===== src/rtl/neuron_mac_act.sv =====
// neuron_mac_act
//   Per-neuron multiply-accumulate stage that feeds the tanh lookup table.
//   It streams in (x, w) beats and adds the bias, which is sampled on the
//   first beat. On the last beat it rescales the sum to N-bit Q-format and
//   registers the result as the LUT address. One cycle later it captures the
//   LUT output and offers it downstream on a valid/ready handshake.
//
//   Ports
//     clk, rst            clock; synchronous active-high reset
//     in_valid/in_ready   operand beat handshake (in_x, in_w, in_last, bias)
//     lut_addr            registered tanh LUT address, stable while looking up
//     tanh_in             LUT data, registered by the LUT on negedge
//     act_valid/act_ready activation handshake carrying act_data
//     ovf                 sticky: a neuron received more than MAX_TERMS beats
//
//   Configuration macro NEURON_SAT_EN
//     defined   : the rescaled sum saturates to the signed N-bit range
//     undefined : the rescaled sum is truncated to its low N bits (wraps)

module neuron_mac_act #(
  parameter  int N         = 8,
  parameter  int Q         = 7,
  parameter  int MAX_TERMS = 16,
  localparam int ACC_W     = 2*N + $clog2(MAX_TERMS) + 1
) (
  input  logic         clk,
  input  logic         rst,
  input  logic         in_valid,
  output logic         in_ready,
  input  logic [N-1:0] in_x,
  input  logic [N-1:0] in_w,
  input  logic         in_last,
  input  logic [N-1:0] bias,
  output logic [N-1:0] lut_addr,
  input  logic [N-1:0] tanh_in,
  output logic         act_valid,
  input  logic         act_ready,
  output logic [N-1:0] act_data,
  output logic         ovf
);

  localparam int CNT_W = $clog2(MAX_TERMS + 1);

  typedef enum logic [1:0] {S_ACC, S_LOOK, S_HOLD} state_t;

  state_t                  state;
  logic signed [ACC_W-1:0] acc;
  logic                    first;
  logic [CNT_W-1:0]        term_cnt;

  logic signed [2*N-1:0]   prod;
  logic signed [ACC_W-1:0] acc_base;
  logic signed [ACC_W-1:0] acc_next;
  logic [N-1:0]            addr_next;
`ifdef NEURON_SAT_EN
  logic [ACC_W-Q-1:0]      scaled;
`endif

  always_comb begin
    // Operands sign-extend to 2N bits; (-2^(N-1))^2 still fits.
    prod     = $signed(in_x) * $signed(in_w);
    acc_base = first ? ({{(ACC_W-N){bias[N-1]}}, bias} <<< Q) : acc;
    acc_next = acc_base + {{(ACC_W-2*N){prod[2*N-1]}}, prod};
`ifdef NEURON_SAT_EN
    // Dropping the low Q bits is an arithmetic shift right (floor).
    scaled = acc_next[ACC_W-1:Q];
    // In range when every bit above the N-bit sign position matches it.
    if ((&scaled[ACC_W-Q-1:N-1]) || ~(|scaled[ACC_W-Q-1:N-1]))
      addr_next = scaled[N-1:0];
    else
      addr_next = {scaled[ACC_W-Q-1], {(N-1){~scaled[ACC_W-Q-1]}}};
`else
    addr_next = acc_next[Q+N-1:Q];
`endif
  end

  always_ff @(posedge clk) begin
    if (rst) begin
      state     <= S_ACC;
      acc       <= '0;
      first     <= 1'b1;
      term_cnt  <= '0;
      lut_addr  <= '0;
      act_data  <= '0;
      act_valid <= 1'b0;
      ovf       <= 1'b0;
      in_ready  <= 1'b1;
    end else begin
      unique case (state)
        S_ACC: begin
          if (in_valid && in_ready) begin
            acc   <= acc_next;
            first <= 1'b0;
            // Count saturates at MAX_TERMS; ovf is sticky so further beats
            // only need to keep re-asserting it.
            if (term_cnt == CNT_W'(MAX_TERMS))
              ovf <= 1'b1;
            else
              term_cnt <= term_cnt + 1'b1;
            if (in_last) begin
              lut_addr <= addr_next;
              in_ready <= 1'b0;
              state    <= S_LOOK;
            end
          end
        end
        S_LOOK: begin
          act_data  <= tanh_in;
          act_valid <= 1'b1;
          first     <= 1'b1;
          term_cnt  <= '0;
          state     <= S_HOLD;
        end
        S_HOLD: begin
          if (act_ready) begin
            act_valid <= 1'b0;
            in_ready  <= 1'b1;
            state     <= S_ACC;
          end
        end
        default: begin
          state <= S_ACC;
        end
      endcase
    end
  end

endmodule


===== config.mk =====
export PLATFORM = sky130hd
export DESIGN_NAME = neuron_mac_act
export DESIGN_NICKNAME = d
export VERILOG_FILES = /design/src/rtl/neuron_mac_act.sv
export SDC_FILE = /design/constraint.sdc
export NUM_CORES = 1
export LEC_CHECK = 0
export CORE_MARGIN = 4
export CORE_UTILIZATION = 45
export CTS_BUF_LIST = sky130_fd_sc_hd__clkbuf_2
export DETAILED_ROUTE_END_ITERATION = 7
export DONT_BUFFER_PORTS = 1
export GPL_ROUTABILITY_DRIVEN = 0
export GPL_TIMING_DRIVEN = 0
export HOLD_SLACK_MARGIN = 0.1
export SLEW_MARGIN = 20
export SYNTH_ARGS = -nofsm -noshare
export SYNTH_HDL_FRONTEND = slang
export SYNTH_SLANG_ARGS = --single-unit

===== constraint.sdc =====
create_clock -name clk -period 5.8 [get_ports clk]
set_clock_uncertainty 0.2 [all_clocks]
set_input_delay 1.16 -clock clk [delete_from_list [all_inputs] [get_ports clk]]
set_output_delay 1.16 -clock clk [all_outputs]
set_load 0.01 [all_outputs]

==> metrics, run 1 <==
sequential area share after synthesis 0.1738; Data required, critical path 5950 ps; first-pass GRT wire length 18.48 mm; Fin. Hold Viols 0; Netlist cell types 51; die width 111.7 um; failing checks negative setup slack; crit path DAT 5970 ps; Fmax 0.1719 GHz; DR iter-0 viols 202; crit path cell chain buf_12, and2_4, fa_1, inv_1, fa_1, inv_1, fa_1, inv_2, fa_1, inv_2, ha_4, nor2b_4, o21ai_4, a21oi_2, xnor2_1, ha_1, buf_6, a21o_1, a21oi_2, o2111ai_1, nand2_1, xnor3_1, a211oi_2; asr flop ratio synth 0; Power Total 3.374 mW; Post-Syn Nets 708; die area 12470 um^2; Synth Instances 575; minimum clock period 5819 ps; stages on the worst setup path 23; Total Routing Usage GR 0.1733; max-cap check violation count 0; CTS buffer count 5; Yosys top cell area share 0.2193; worst vdd ir 328.5 uV; synthesized cell area 4837 um^2; Starting Density 0.4644; post-DP HPWL 8.622 mm; core area 10420 um^2; WHS 260.1 ps; relative slew slack 0.6372; worst-margin pin slew 544.3 ps; dpl ws -501.0 ps; DRT Wirelength 10.59 mm; top_reg_cell synth dfxtp_1; FP Rows 37; HP Class reg2reg; die height 111.7 um; max-slew violations 0; Pleak 2.482 nW; Congestion Overflow GR 0; area leader, netlist fa_1; CTS tree built; DRT Pass-1 Iters 4; YS warnings 0; Post-Route Utilization 0.5231; Post-synth EDFFs 0; period utilization 1.003; Seq cells post-synth 42; critical path's most frequent cell fa_1; synth cell count leaders 95 x inv_1, 65 x nand2_1, 53 x fa_1; worst path bufs/invs 6; clock latency on the worst-skew pair 400 ps; IO buf count 0; Via density 5.161; layout net count 728; most area-consuming cells after synthesis fa_1 22%, dfxtp_1 17%, ha_1 11%; Setup WS post-layout -19.00 ps; initial antenna violation count 3; Reg clk slew, reported paths 220 ps; crit path max-delay cell type fa_1; Final ANT Viol Nets 0; Ports 56; most frequent cell after synthesis inv_1; wire per inst 14.43 um; Setup TNS -19.00 ps; startpoint types input port; Crit Path Max Fanout 5; crit end category flop; hold_buf cts 0; Area Overhead vs Synth 12.65%; CTS root buf clkbuf_2; CTS sink count 42; largest net degree at the start of global routing 14; Mean Syn Cell Area 8.412 um^2; status finished, violations left; share of layout cells above drive strength 1 0.1292; Pwr per Cell Area 619.1 nW/um^2; RSZ-0062 raised after global routing yes; Setup CP Type in2reg; Reg2Reg Depth 11; Final setup viols 1; vias 3788; CP delay by family, top adder cells; WHS Path Cells 2; vias in the first global route 3933; Slowest Stage Delay on Critical Path 540 ps; DR DRC count 0; CTS Buffer Depth 2; H-tree Lvls 2
## metrics by stage
step,instance area (um^2),instances
global placement,5085,711
CTS,5156,719
detailed placement,5085,711
floorplan,4915,575
finish,5449,734
global route,5449,734
## timing repair
action                     4_1_cts  5_1_grt
setup buffers                    0       12
pin swaps                        0       37
setup endpoints to repair        6       12
cloned                           0        1
resized for setup                2       38
## where the power goes
part | total, mW | switching, mW | internal, mW
Clock | 0.165 | 0.0935 | 0.0716
Combinational | 2.84 | 1.50 | 1.34
Sequential | 0.370 | 0.0337 | 0.336
## sequential cells by signal (all words and copies together), names as in the netlist
| register | count |
|---|---|
| state | 2 |
| act_valid | 1 |
| ovf | 1 |
| first | 1 |
| lut_addr | 8 |
| term_cnt | 5 |
| in_ready | 1 |
| act_data | 8 |
| acc | 15 |
## worst register-to-register path: stages (launching register included)
cell	delay [ps]
dfxtp_1	350
buf_2	210
buf_1	440
nor2b_1	110
ha_1	220
fa_1	440
a211oi_2	340
o21a_1	250
o2111ai_1	150
nand2_1	110
xnor3_1	260
a211oi_2	220
## cells in the final DEF (no fill, tap or decap), drive strengths merged, types with 5 or more instances in the layout
cell type  count
nand2         65
inv           96
nand2b         6
xnor2         17
a211oi         8
xor2          10
a21o          11
clkbuf        17
nor2          27
nor2b         19
o2111ai        5
nor3           6
a21oi         34
and2          42
mux2           7
buf           19
fa            53
ha            43
nand3         14
dfxtp         42
o21ai         13
## cell families (layout without fill, tap and decap cells)
family	after synthesis	in the layout	share of synthesized area
simple gates	189	189	0.1937
buf+inv	114	135	0.09157
compound gates	97	97	0.1348
fa+ha+maj	96	96	0.3306
flops	42	42	0.1738
xor+xnor	28	28	0.05509
mux	9	9	0.02043
other cells	0	2	0
## path summary, 6_finish.rpt
check / slack, ps / endpoint / startpoint
min reg2reg: 260 / acc[6] / acc[6]
max: -20 / lut_addr[7] / in_x[7]
max reg2reg: 2440 / lut_addr[7] / first
min: 260 / acc[6] / acc[6]
## layout make-up
type	count	area, um^2
diodes	2	5.005
clock inverters	3	40.04
repair buffers	13	115.1
flip-flops and latches	42	840.8
clock buffers	5	25.02
fillers	999	4967
multi-input cells	419	3785
inverters	96	360.3
well taps	136	170.2
plain buffers	18	107.6
## metal layers
layer | wire length (um) | global-route usage | vias to the layer above | part of all wire
met1 | 4594 | 0.2205 | 1784 | 0.43
li1 | - | - | 1902 | -
met3 | 657 | 0.03641 | 9 | 0.062
met2 | 5261 | 0.3074 | 91 | 0.50
met4 | 63 | 0.02920 | 2 | 0.0059
met5 | 12 | 0 | - | 0.0011
Note: power is estimated with default switching activity, not from simulation.
==> inputs of run 2 (changes only) <==
Clock period 5.8 ns to 6.4 ns, I/O delays scaled along.
==> metrics, run 2 (synthesis gave the netlist of run 1 again) <==
status complete, no violations; period utilization 0.9555; max-slew violations 0; initial antenna violation count 0; vias 3753; Ports 56; Seq. cell area 840.8 um^2; Pwr per Cell Area 471.2 nW/um^2; most common cell after layout, fill and taps aside inv_1; vias in the first global route 3779; Final ANT Viol Nets 0; crit end category flop; Crit Path Max Fanout 9; crit path DAT 6240 ps; Total Routing Usage GR 0.1691; Post-CTS Setup Repair Bufs 0; HP Class reg2reg; die width 111.7 um; crit path max-delay cell type fa_1; dpl ws -244.4 ps; Final setup viols 0; max-cap check violation count 0; post-DP HPWL 8.302 mm; relative slew slack 0.5933; largest registers acc: 15 flops, act_data: 8 flops, lut_addr: 8 flops; share of layout cells above drive strength 1 0.05155; die area 12470 um^2; Finished Layout Cells 718; Multi-input gate area 3581 um^2; max reg flops 15; layout net count 715; Setup CP Type in2reg; Starting Density 0.4644; Antenna Cells 0; Setup WS post-layout 284.9 ps; DRT Wirelength 10.18 mm; Reg with most FFs acc; startpoint types input port; worst-margin pin slew 610.0 ps; worst vdd ir 393.2 uV; first-pass GRT wire length 17.84 mm; FP Rows 37; Reg2Reg Depth 11; Fin. Hold Viols 0; die height 111.7 um; CTS Buffer Depth 2; CTS root buf clkbuf_2; Inst Count DP 711; DRT Pass-1 Iters 4; CTS buffer count 5; wire per inst 14.17 um; Via density 5.227; clock latency on the worst-skew pair 410 ps; Data required, critical path 6520 ps; IO buf count 0; minimum clock period 6115 ps; DR DRC count 0; largest net degree at the start of global routing 13; Fill cells 1038; core area 10420 um^2; WHS Path Cells 2; most frequent cells in the layout 95 x inv_1, 65 x nand2_1, 53 x fa_1; H-tree Lvls 2; CTS tree built; Reg clk slew, reported paths 220 ps; Fmax 0.1635 GHz; CTS sink count 42; Pleak 2.362 nW; Congestion Overflow GR 0; DR iter-0 viols 162; crit path cell chain buf_2, and2_1, fa_1, inv_1, fa_1, inv_1, fa_1, inv_1, fa_1, inv_1, ha_1, nor2b_1, o21ai_2, nor2b_1, xnor2_1, ha_1, nand3_2, o21bai_1, o21ai_1, a31oi_1, xor2_1, o31ai_1; Slowest Stage Delay on Critical Path 520 ps; hold_buf cts 0; Area Overhead vs Synth 4.811%
==> run 2: area by class of cell <==
class / instances / share of cell area
Clock buffer: 5 / 0.004936
Inverter: 96 / 0.07108
Sequential cell: 42 / 0.1658
Multi-Input combinational cell: 419 / 0.7063
Clock inverter: 2 / 0.001974
Tap cell: 136 / 0.03356
Buffer: 18 / 0.01629
==> run 2: what timing repair did <==
item	4_1_cts	5_1_grt
gates resized for setup	0	5
endpoints found under the setup margin	0	8
hold endpoints to repair	0	0
==> run 2: final timing paths <==
check	startpoint	endpoint	slack (ps)
hold / removal	acc[9]	acc[9]	270
setup / recovery	in_x[7]	acc[12]	280
setup reg to reg	first	acc[12]	3050
hold reg to reg	acc[9]	acc[9]	270
==> run 2: through the flow <==
step	TNS [ps]	utilization	power (mW)	hold WS [ps]	area, um^2
global placement	-1558	0.4814	2.202	235.9	5015
global route	-7.542	0.4867	2.670	283.4	5070
floorplan	0	-	1.900	227.3	4845
finish	0	0.4867	2.389	269.5	5070
CTS	0	0.4848	2.354	270.7	5050
detailed placement	-1659	0.4814	2.233	245.9	5015
==> run 2: layer usage <==
layer  part of all wire  vias up  global-route usage
met2               0.49       59              0.2890
met1               0.47     1814              0.2283
li1                   -     1872                   -
met5                  0        -                   0
met4             0.0077        0             0.03163
met3              0.036        8             0.02717
==> run 2: where the power goes <==
group	switching, mW	internal (mW)
registers	0.0294	0.304
clock network	0.0878	0.0237
logic	1.12	0.824
==> run 2: critical path, delay by kind of cell <==
kind	cells	cell delay (ps)
AO/OA/AOI/OAI	5	980
adder cells (fa/ha/maj)	6	2700
XOR/XNOR	2	270
buffers and inverters	5	350
AND/OR/NAND/NOR	4	660
==> inputs of run 3 (changes only) <==
Settings changed: CORE_MARGIN 4 to 5.
==> metrics, run 3 (synthesis gave the netlist of run 1 again) <==
die area 12920 um^2; share of layout cells above drive strength 1 0.05641; first-pass GRT wire length 17.96 mm; Ports 56; Fin. Hold Viols 0; CTS buffer count 5; RSZ-0062 raised after global routing no; Final ANT Viol Nets 0; crit end category flop; crit path DAT 6310 ps; vias in the first global route 3795; Fmax 0.1621 GHz; HP Class reg2reg; reg-to-reg endpoint lut_addr[7]; hold path start acc[5]; Antenna Cells 0; Reg2Reg Depth 11; max-cap check violation count 0; clock latency on the worst-skew pair 410 ps; CTS root buf clkbuf_2; Reg clk slew, reported paths 220 ps; CP delay by family, top adder cells; Pwr per Cell Area 485.6 nW/um^2; Total Routing Usage GR 0.1680; largest net degree at the start of global routing 14; most common cell after layout, fill and taps aside inv_1; Via density 5.270; Data required, critical path 6540 ps; Setup WS post-layout 230.7 ps; startpoint types input port; DR iter-0 viols 193; largest registers acc: 15 flops, act_data: 8 flops, lut_addr: 8 flops; post-DP HPWL 8.409 mm; worst path bufs/invs 6; initial antenna violation count 0; max reg flops 15; relative slew slack 0.5671; IO buf count 0; wire per inst 14.39 um; period utilization 0.9639; status complete, no violations; die width 113.7 um; Starting Density 0.4644; H-tree Lvls 2; stages on the worst setup path 23; Slowest Stage Delay on Critical Path 520 ps; crit path max-delay cell type fa_1; reg-to-reg slack, setup 3050 ps; DRT Pass-1 Iters 4; WHS Path Cells 2; WHS Endpoint acc[5]; layout net count 717; max-slew violations 0; WHS 263.1 ps; DR DRC count 0; die height 113.7 um; Congestion Overflow GR 0; most frequent cells in the layout 95 x inv_1, 65 x nand2_1, 53 x fa_1; dpl ws -261.6 ps; Pleak 2.382 nW; FP Rows 37; CTS tree built; DRT Wirelength 10.37 mm; minimum clock period 6169 ps; reg2reg start first; worst vdd ir 472.9 uV; worst-margin pin slew 649.3 ps; CTS Buffer Depth 2; Crit Path Max Fanout 9; crit path cell chain buf_2, and2_1, fa_1, inv_1, fa_1, inv_1, fa_1, inv_1, fa_1, inv_1, ha_1, nor2b_1, o21ai_2, a21oi_2, xnor2_1, ha_1, buf_2, a21o_1, a21oi_2, o2111ai_1, nand2_1, xnor3_1, a211oi_2; core area 10420 um^2; Reg with most FFs acc; Final setup viols 0; Setup CP Type in2reg; CTS sink count 42; vias 3800; Area Overhead vs Synth 5.768%
## run 3: repair_timing
item                       4_1_cts  5_1_grt
setup endpoints to repair        0        8
resized for setup                0        5
buffers inserted                 0        2
hold buffers                     0        0
## run 3: cell type report
| type | instances | area [um^2] |
|---|---|---|
| clock inverters | 2 | 37.54 |
| inverters | 96 | 360.3 |
| clock buffers | 6 | 30.03 |
| fillers | 1051 | 5300 |
| multi-input cells | 419 | 3580 |
| flip-flops and latches | 42 | 840.8 |
| well taps | 136 | 170.2 |
| plain buffers | 18 | 82.58 |
| repair buffers | 2 | 15.01 |
## run 3: tightest hold or removal path: cells and delay by family, from the launching register on
kind,cells,cell delay [ps]
simple gates,1,50
compound gates,1,50
flops,1,360
## run 3: how the worst max path moves through the flow
| stage | to | slack, ps | start |
|---|---|---|---|
| final | lut_addr[7] | 230 | in_x[7] |
| after global routing | lut_addr[7] | 2 | in_x[7] |
| after CTS | acc[12] | 150 | in_x[7] |
| after detailed placement | lut_addr[7] | -260 | in_x[7] |
| after global placement | lut_addr[5] | -240 | in_x[7] |
| after floorplan | lut_addr[7] | 130 | in_x[7] |
## run 3: metrics by stage
step	cell area [um^2]	cells	power (mW)	utilization	setup TNS [ps]
final	5116	721	2.484	0.4912	0
after global routing	5116	721	2.749	0.4912	0
after CTS	5082	719	2.407	0.4879	0
after detailed placement	5015	711	2.237	0.4814	-1922
after global placement	5015	711	2.202	0.4814	-1570
after floorplan	4845	575	1.900	-	0
## run 3: report_power, final
part           internal [mW]  switching [mW]
Clock                 0.0676          0.0906
Combinational          0.860            1.13
Sequential             0.305          0.0292
## run 3: layer usage
layer / global-route usage / part of all wire
met3: 0.02971 / 0.048
met5: 0 / 0
met4: 0.02885 / 0.012
met1: 0.2294 / 0.46
met2: 0.2827 / 0.48
